--- src/rtl/axi_lite_master_interface.sv ---
// AXI-Lite initiator: turns single-beat local read/write requests into AXI-Lite transactions.
// Write (AW/W/B) and read (AR/R) run as independent FSMs, one outstanding transfer each.
module axi_lite_master_interface #(
  parameter int unsigned ADDR_WIDTH      = 32,
  parameter int unsigned DATA_WIDTH      = 32,
  parameter int unsigned TRANS_W_STRB_W  = 4,
  parameter int unsigned TRANS_WR_RESP_W = 2,
  parameter int unsigned TRANS_PROT      = 3
) (
  input  logic                       clk_i,
  input  logic                       resetn_i,
  // local write port
  input  logic                       i_wr_req,
  input  logic [ADDR_WIDTH-1:0]      i_wr_addr,
  input  logic [DATA_WIDTH-1:0]      i_wr_data,
  input  logic [TRANS_W_STRB_W-1:0]  i_wr_strb,
  input  logic [TRANS_PROT-1:0]      i_wr_prot,
  output logic                       o_wr_ready,
  output logic                       o_wr_done,
  output logic [TRANS_WR_RESP_W-1:0] o_wr_resp,
  // local read port
  input  logic                       i_rd_req,
  input  logic [ADDR_WIDTH-1:0]      i_rd_addr,
  input  logic [TRANS_PROT-1:0]      i_rd_prot,
  output logic                       o_rd_ready,
  output logic                       o_rd_done,
  output logic [DATA_WIDTH-1:0]      o_rd_data,
  output logic [TRANS_WR_RESP_W-1:0] o_rd_resp,
  // AXI-Lite write channels
  output logic [ADDR_WIDTH-1:0]      o_axi_awaddr,
  output logic [TRANS_PROT-1:0]      o_axi_awprot,
  output logic                       o_axi_awvalid,
  input  logic                       i_axi_awready,
  output logic [DATA_WIDTH-1:0]      o_axi_wdata,
  output logic [TRANS_W_STRB_W-1:0]  o_axi_wstrb,
  output logic                       o_axi_wvalid,
  input  logic                       i_axi_wready,
  input  logic [TRANS_WR_RESP_W-1:0] i_axi_bresp,
  input  logic                       i_axi_bvalid,
  output logic                       o_axi_bready,
  // AXI-Lite read channels
  output logic [ADDR_WIDTH-1:0]      o_axi_araddr,
  output logic [TRANS_PROT-1:0]      o_axi_arprot,
  output logic                       o_axi_arvalid,
  input  logic                       i_axi_arready,
  input  logic [DATA_WIDTH-1:0]      i_axi_rdata,
  input  logic [TRANS_WR_RESP_W-1:0] i_axi_rresp,
  input  logic                       i_axi_rvalid,
  output logic                       o_axi_rready
);

  typedef enum logic [1:0] {WIdle, WAddrData, WResp} wr_state_e;
  typedef enum logic [1:0] {RIdle, RAddr, RData} rd_state_e;

  wr_state_e                  r_wr_state, w_wr_state_d;
  logic [ADDR_WIDTH-1:0]      r_awaddr, w_awaddr_d;
  logic [TRANS_PROT-1:0]      r_awprot, w_awprot_d;
  logic                       r_awvalid, w_awvalid_d;
  logic [DATA_WIDTH-1:0]      r_wdata, w_wdata_d;
  logic [TRANS_W_STRB_W-1:0]  r_wstrb, w_wstrb_d;
  logic                       r_wvalid, w_wvalid_d;
  logic                       r_bready, w_bready_d;
  logic                       r_wr_ready, w_wr_ready_d;
  logic                       r_wr_done, w_wr_done_d;
  logic [TRANS_WR_RESP_W-1:0] r_wr_resp, w_wr_resp_d;

  rd_state_e                  r_rd_state, w_rd_state_d;
  logic [ADDR_WIDTH-1:0]      r_araddr, w_araddr_d;
  logic [TRANS_PROT-1:0]      r_arprot, w_arprot_d;
  logic                       r_arvalid, w_arvalid_d;
  logic                       r_rready, w_rready_d;
  logic                       r_rd_ready, w_rd_ready_d;
  logic                       r_rd_done, w_rd_done_d;
  logic [DATA_WIDTH-1:0]      r_rd_data, w_rd_data_d;
  logic [TRANS_WR_RESP_W-1:0] r_rd_resp, w_rd_resp_d;

  always_comb begin
    w_wr_state_d = r_wr_state;
    w_awaddr_d   = r_awaddr;
    w_awprot_d   = r_awprot;
    w_awvalid_d  = r_awvalid;
    w_wdata_d    = r_wdata;
    w_wstrb_d    = r_wstrb;
    w_wvalid_d   = r_wvalid;
    w_bready_d   = r_bready;
    w_wr_ready_d = r_wr_ready;
    w_wr_done_d  = 1'b0;
    w_wr_resp_d  = r_wr_resp;
    unique case (r_wr_state)
      WIdle: begin
        if (i_wr_req && r_wr_ready) begin
          w_awaddr_d   = i_wr_addr;
          w_awprot_d   = i_wr_prot;
          w_wdata_d    = i_wr_data;
          w_wstrb_d    = i_wr_strb;
          w_awvalid_d  = 1'b1;
          w_wvalid_d   = 1'b1;
          w_wr_ready_d = 1'b0;
          w_wr_state_d = WAddrData;
        end
      end
      WAddrData: begin
        // A dropped valid marks its channel as already transferred.
        if (r_awvalid && i_axi_awready) w_awvalid_d = 1'b0;
        if (r_wvalid && i_axi_wready) w_wvalid_d = 1'b0;
        if (!w_awvalid_d && !w_wvalid_d) begin
          w_bready_d   = 1'b1;
          w_wr_state_d = WResp;
        end
      end
      WResp: begin
        if (i_axi_bvalid) begin
          w_wr_resp_d  = i_axi_bresp;
          w_bready_d   = 1'b0;
          w_wr_done_d  = 1'b1;
          w_wr_ready_d = 1'b1;
          w_wr_state_d = WIdle;
        end
      end
      default: w_wr_state_d = WIdle;
    endcase
  end

  always_comb begin
    w_rd_state_d = r_rd_state;
    w_araddr_d   = r_araddr;
    w_arprot_d   = r_arprot;
    w_arvalid_d  = r_arvalid;
    w_rready_d   = r_rready;
    w_rd_ready_d = r_rd_ready;
    w_rd_done_d  = 1'b0;
    w_rd_data_d  = r_rd_data;
    w_rd_resp_d  = r_rd_resp;
    unique case (r_rd_state)
      RIdle: begin
        if (i_rd_req && r_rd_ready) begin
          w_araddr_d   = i_rd_addr;
          w_arprot_d   = i_rd_prot;
          w_arvalid_d  = 1'b1;
          w_rd_ready_d = 1'b0;
          w_rd_state_d = RAddr;
        end
      end
      RAddr: begin
        if (i_axi_arready) begin
          w_arvalid_d  = 1'b0;
          w_rready_d   = 1'b1;
          w_rd_state_d = RData;
        end
      end
      RData: begin
        if (i_axi_rvalid) begin
          w_rd_data_d  = i_axi_rdata;
          w_rd_resp_d  = i_axi_rresp;
          w_rready_d   = 1'b0;
          w_rd_done_d  = 1'b1;
          w_rd_ready_d = 1'b1;
          w_rd_state_d = RIdle;
        end
      end
      default: w_rd_state_d = RIdle;
    endcase
  end

  always_ff @(posedge clk_i or negedge resetn_i) begin
    if (!resetn_i) begin
      r_wr_state <= WIdle;
      r_awaddr   <= '0;
      r_awprot   <= '0;
      r_awvalid  <= 1'b0;
      r_wdata    <= '0;
      r_wstrb    <= '0;
      r_wvalid   <= 1'b0;
      r_bready   <= 1'b0;
      r_wr_ready <= 1'b1;
      r_wr_done  <= 1'b0;
      r_wr_resp  <= '0;
      r_rd_state <= RIdle;
      r_araddr   <= '0;
      r_arprot   <= '0;
      r_arvalid  <= 1'b0;
      r_rready   <= 1'b0;
      r_rd_ready <= 1'b1;
      r_rd_done  <= 1'b0;
      r_rd_data  <= '0;
      r_rd_resp  <= '0;
    end else begin
      r_wr_state <= w_wr_state_d;
      r_awaddr   <= w_awaddr_d;
      r_awprot   <= w_awprot_d;
      r_awvalid  <= w_awvalid_d;
      r_wdata    <= w_wdata_d;
      r_wstrb    <= w_wstrb_d;
      r_wvalid   <= w_wvalid_d;
      r_bready   <= w_bready_d;
      r_wr_ready <= w_wr_ready_d;
      r_wr_done  <= w_wr_done_d;
      r_wr_resp  <= w_wr_resp_d;
      r_rd_state <= w_rd_state_d;
      r_araddr   <= w_araddr_d;
      r_arprot   <= w_arprot_d;
      r_arvalid  <= w_arvalid_d;
      r_rready   <= w_rready_d;
      r_rd_ready <= w_rd_ready_d;
      r_rd_done  <= w_rd_done_d;
      r_rd_data  <= w_rd_data_d;
      r_rd_resp  <= w_rd_resp_d;
    end
  end

  assign o_wr_ready    = r_wr_ready;
  assign o_wr_done     = r_wr_done;
  assign o_wr_resp     = r_wr_resp;
  assign o_rd_ready    = r_rd_ready;
  assign o_rd_done     = r_rd_done;
  assign o_rd_data     = r_rd_data;
  assign o_rd_resp     = r_rd_resp;
  assign o_axi_awaddr  = r_awaddr;
  assign o_axi_awprot  = r_awprot;
  assign o_axi_awvalid = r_awvalid;
  assign o_axi_wdata   = r_wdata;
  assign o_axi_wstrb   = r_wstrb;
  assign o_axi_wvalid  = r_wvalid;
  assign o_axi_bready  = r_bready;
  assign o_axi_araddr  = r_araddr;
  assign o_axi_arprot  = r_arprot;
  assign o_axi_arvalid = r_arvalid;
  assign o_axi_rready  = r_rready;

endmodule

--- config.mk ---
export PLATFORM = sky130hd
export DESIGN_NAME = axi_lite_master_interface
export DESIGN_NICKNAME = d
export VERILOG_FILES = /design/src/rtl/axi_lite_master_interface.sv
export SDC_FILE = /design/constraint.sdc
export NUM_CORES = 1
export LEC_CHECK = 0
export BUFFER_PORTS_ARGS = -buffer_cell sky130_fd_sc_hd__buf_2
export CAP_MARGIN = 25
export CORE_UTILIZATION = 25
export CTS_CLUSTER_DIAMETER = 40
export DETAILED_ROUTE_END_ITERATION = 6
export HOLD_SLACK_MARGIN = 0.12
export PLACE_DENSITY = 0.57
export SYNTH_ARGS = -nofsm -noshare
export SYNTH_HDL_FRONTEND = slang
export SYNTH_SLANG_ARGS = --single-unit
--- constraint.sdc ---
create_clock -name clk_i -period 2.8 [get_ports clk_i]
set_input_delay 0.28 -clock clk_i [delete_from_list [all_inputs] [get_ports clk_i]]
set_output_delay 0.28 -clock clk_i [all_outputs]
set_load 0.01 [all_outputs]
==> results_dict.tcl <==
set metrics [dict create \
    htreeDepth 4 \
    rsz0062_at_grt "no" \
    drive_above_1_share 0.588 \
    die_x_um 158 \
    antenna_found_initial 0 \
    nets 960 \
    initial_core_util 0.257 \
    overflow 0 \
    synth_fp_nets 502 \
    core_mm2 0.0238 \
    drv_cap 0 \
    finalCriticalPeriod_ns 1.87 \
    leakage_nw 4.97 \
    cts_buffers 17 \
    post_synth_main_area_contributors "dfrtp_1, mux2_4, mux2_2" \
    n_antenna_cell 0 \
    cts_buffer_depth 2 \
    fin_skew_ns 0.00851 \
    pwr-share-comb 0.396 \
    clock_latency_ns 0.41 \
    initialDrtViolationCount 205 \
    cts-resized-gates 0 \
    cts_root_buf "clkbuf_16" \
    min_path_type "input pin to register" \
    hold_path_startpoint "i_axi_bvalid" \
    synth.yosys.seq_area_share 0.635 \
    grt_pass1_wl_um 24300 \
    die-area_mm2 0.0251 \
    postRouteAntennaNets 0 \
    min_period_over_period 0.667 \
    synth.distinct_cells 25 \
    final_cells 1141 \
    cp-end-kind "register" \
    via_per_inst 4.03 \
    swShare 0.315 \
    final_area_mm2 0.0100 \
    grt_pass1_vias 4848 \
    gp_congestion 0.723 \
    arrival_ns 2.16 \
    num_rows 56 \
    syn_area_mm2 0.00611 \
    relSlewSlack 0.515 \
    tns_ns 0 \
    ir_drop_uv 454 \
    ios 302 \
    max_freq_ghz 0.536 \
    p_per_area_mw_per_mm2 1050 \
    switchingPower_w 0.00331 \
    worstHoldEndpoint "r_wr_state[1]$_DFFE_PN0P_" \
    yosysWarnings 0 \
    rr_endpoint "o_axi_wdata[9]$_DFFE_PN0P_" \
    yosysTopAreaCell "dfrtp_1" \
    cp_max_fo 36 \
    cts_tree "built" \
    cp-start-kind "register" \
    intPower_w 0.00719 \
    timing.rr.start "o_wr_ready$_DFFE_PN1P_" \
    dr_total_vias 4600 \
    yosys.area.top_type_share 0.626 \
    hold_viol_final 0 \
    avgSynthCellArea_um2 17.4 \
    final_util 0.422 \
    clock-sinks 155 \
    r2r_slack_ns 0.93 \
    clk_pin_slew_ns 0.06 \
    grt_use_total 0.126 \
    placed_area_mm2 0.00797 \
    min_path_cells 3 \
    wire_per_inst_um 14.1 \
    ff2ff_path_depth 3 \
    drv_slew 0 \
    worst_slew_pin_slew_ns 0.728 \
    grt_max_degree 78 \
    seqPwrFrac 0.379 \
    yosys_register_bits 155 \
    netlist_instances 351 \
    critical_path_required_ns 3.09 \
    status "completed" \
    die_y_um 158 \
    crit_type "register to register" \
    place_inst 963 \
    dpl.hpwl_um 10300 \
    drc 0 \
    finalSetupViolCount 0 \
    area_growth_pct 63.9 \
    dr.pass1.iters 4 \
    drt-total-wl_um 16100 \
    clock_power_share 0.225 \
    port-buffer-count 301 \
]
power groups by stage:
stage / Clock [W] / Combinational, W / Sequential [W]
after global placement: 0 / 0.00397 / 0.00398
after global routing: 0.00253 / 0.00448 / 0.00413
after CTS: 0.00245 / 0.00418 / 0.00397
after floorplan: 0 / 0.00192 / 0.00450
final: 0.00236 / 0.00415 / 0.00398
after detailed placement: 0 / 0.00402 / 0.00398
cell usage after synthesis:
master,count
nor3_1,1
and4bb_1,1
and2b_2,1
a21oi_1,3
nor2_1,4
o21ai_0,5
nor3b_1,1
dfstp_2,2
inv_1,7
o22ai_1,2
buf_6,7
buf_12,3
mux2_1,6
or2_2,3
or2_1,1
mux2_2,68
or2b_1,1
nor2b_1,1
nand2_1,4
a21o_1,2
buf_2,3
mux2_4,68
dfrtp_1,153
nand2b_1,1
buf_4,3
layout make-up:
type                            count  area, um2
Fill cell                        2159      13700
Sequential cell                   155       3880
Timing Repair Buffer              455       3080
Multi-Input combinational cell    173       2040
Clock buffer                       21        450
Tap cell                          319        399
Clock inverter                     11        144
Inverter                            7       26.3
how the worst max path moves through the flow:
stage	start	end	slack (ns)	cells after the start
2_1_floorplan	o_rd_ready$_DFFE_PN1P_	o_axi_araddr[14]$_DFFE_PN0P_	1.23	5
3_3_place_gp	o_wr_ready$_DFFE_PN1P_	o_axi_wdata[9]$_DFFE_PN0P_	0.97	3
3_5_place_dp	o_wr_ready$_DFFE_PN1P_	o_axi_wdata[14]$_DFFE_PN0P_	0.94	3
4_1_cts	o_wr_ready$_DFFE_PN1P_	o_axi_wdata[14]$_DFFE_PN0P_	0.92	3
5_1_grt	o_wr_ready$_DFFE_PN1P_	o_axi_wdata[2]$_DFFE_PN0P_	0.87	3
6_report	o_wr_ready$_DFFE_PN1P_	o_axi_wdata[9]$_DFFE_PN0P_	0.93	3
routing by layer:
layer / vias to the layer above / GRT usage / routed length (um)
met5: - / 0 / 0
met4: 0 / 0.0462 / 265
met3: 19 / 0.0468 / 1140
met2: 192 / 0.220 / 8120
met1: 2241 / 0.138 / 6560
li1: 2148 / - / -
flip-flops by register name, indices dropped and copies added, names as in the netlist, 3 cells and up:
register      flops
o_axi_awaddr     32
o_axi_wdata      32
o_rd_data        32
o_axi_arprot      3
o_axi_awprot      3
o_axi_araddr     32
o_axi_wstrb       4
kinds of logic (layout without fill, tap and decap cells):
| family | count (synthesis) | count (layout) | synth area share |
|---|---|---|---|
| AO/OA/AOI/OAI | 12 | 12 | 0.0110 |
| buffers and inverters | 23 | 494 | 0.0332 |
| flip-flops | 155 | 155 | 0.635 |
| multiplexers | 142 | 142 | 0.303 |
| AND/OR/NAND/NOR | 19 | 19 | 0.0178 |
cell usage in the layout (no fill, tap or decap):
master / n
or2b_1: 1
o22ai_1: 2
clkbuf_16: 17
clkbuf_1: 3
nor2_1: 4
buf_4: 4
nand2_1: 4
mux2_2: 68
and2b_2: 1
clkbuf_8: 1
o21ai_0: 5
dfrtp_1: 153
nand2b_1: 1
clkinv_2: 4
nor3b_1: 1
and4bb_4: 1
mux2_1: 6
buf_2: 300
buf_12: 4
clkinv_4: 2
bufinv_16: 3
nor3_2: 1
clkinvlp_4: 1
inv_6: 1
mux2_4: 68
dfstp_2: 2
or2_2: 4
a21o_1: 2
nor2b_1: 1
a21oi_1: 3
buf_6: 1
dlygate4sd3_1: 146
inv_1: 7
per-stage QoR:
| stage | hold slack [ns] | power (W) | setup WS (ns) |
|---|---|---|---|
| finish | 0.166 | 0.0105 | 0.934 |
| floorplan | -0.0156 | 0.00642 | 1.23 |
| global route | 0.136 | 0.0112 | 0.866 |
| CTS | 0.139 | 0.0106 | 0.925 |
| global placement | 0.390 | 0.00795 | 0.973 |
| detailed placement | 0.382 | 0.00800 | 0.936 |
critical path, cell delays in order, from the launching register on:
cell	delay, ns
dfstp_2	0.54
and4bb_4	0.49
buf_12	0.31
mux2_2	0.36
repair_timing:
| item | in CTS | in global routing |
|---|---|---|
| buffers inserted | 0 | 0 |
| hold buffers | 146 | 0 |
| endpoints found under the hold margin | 220 | 0 |
Power figures use the tool's default switching activity.
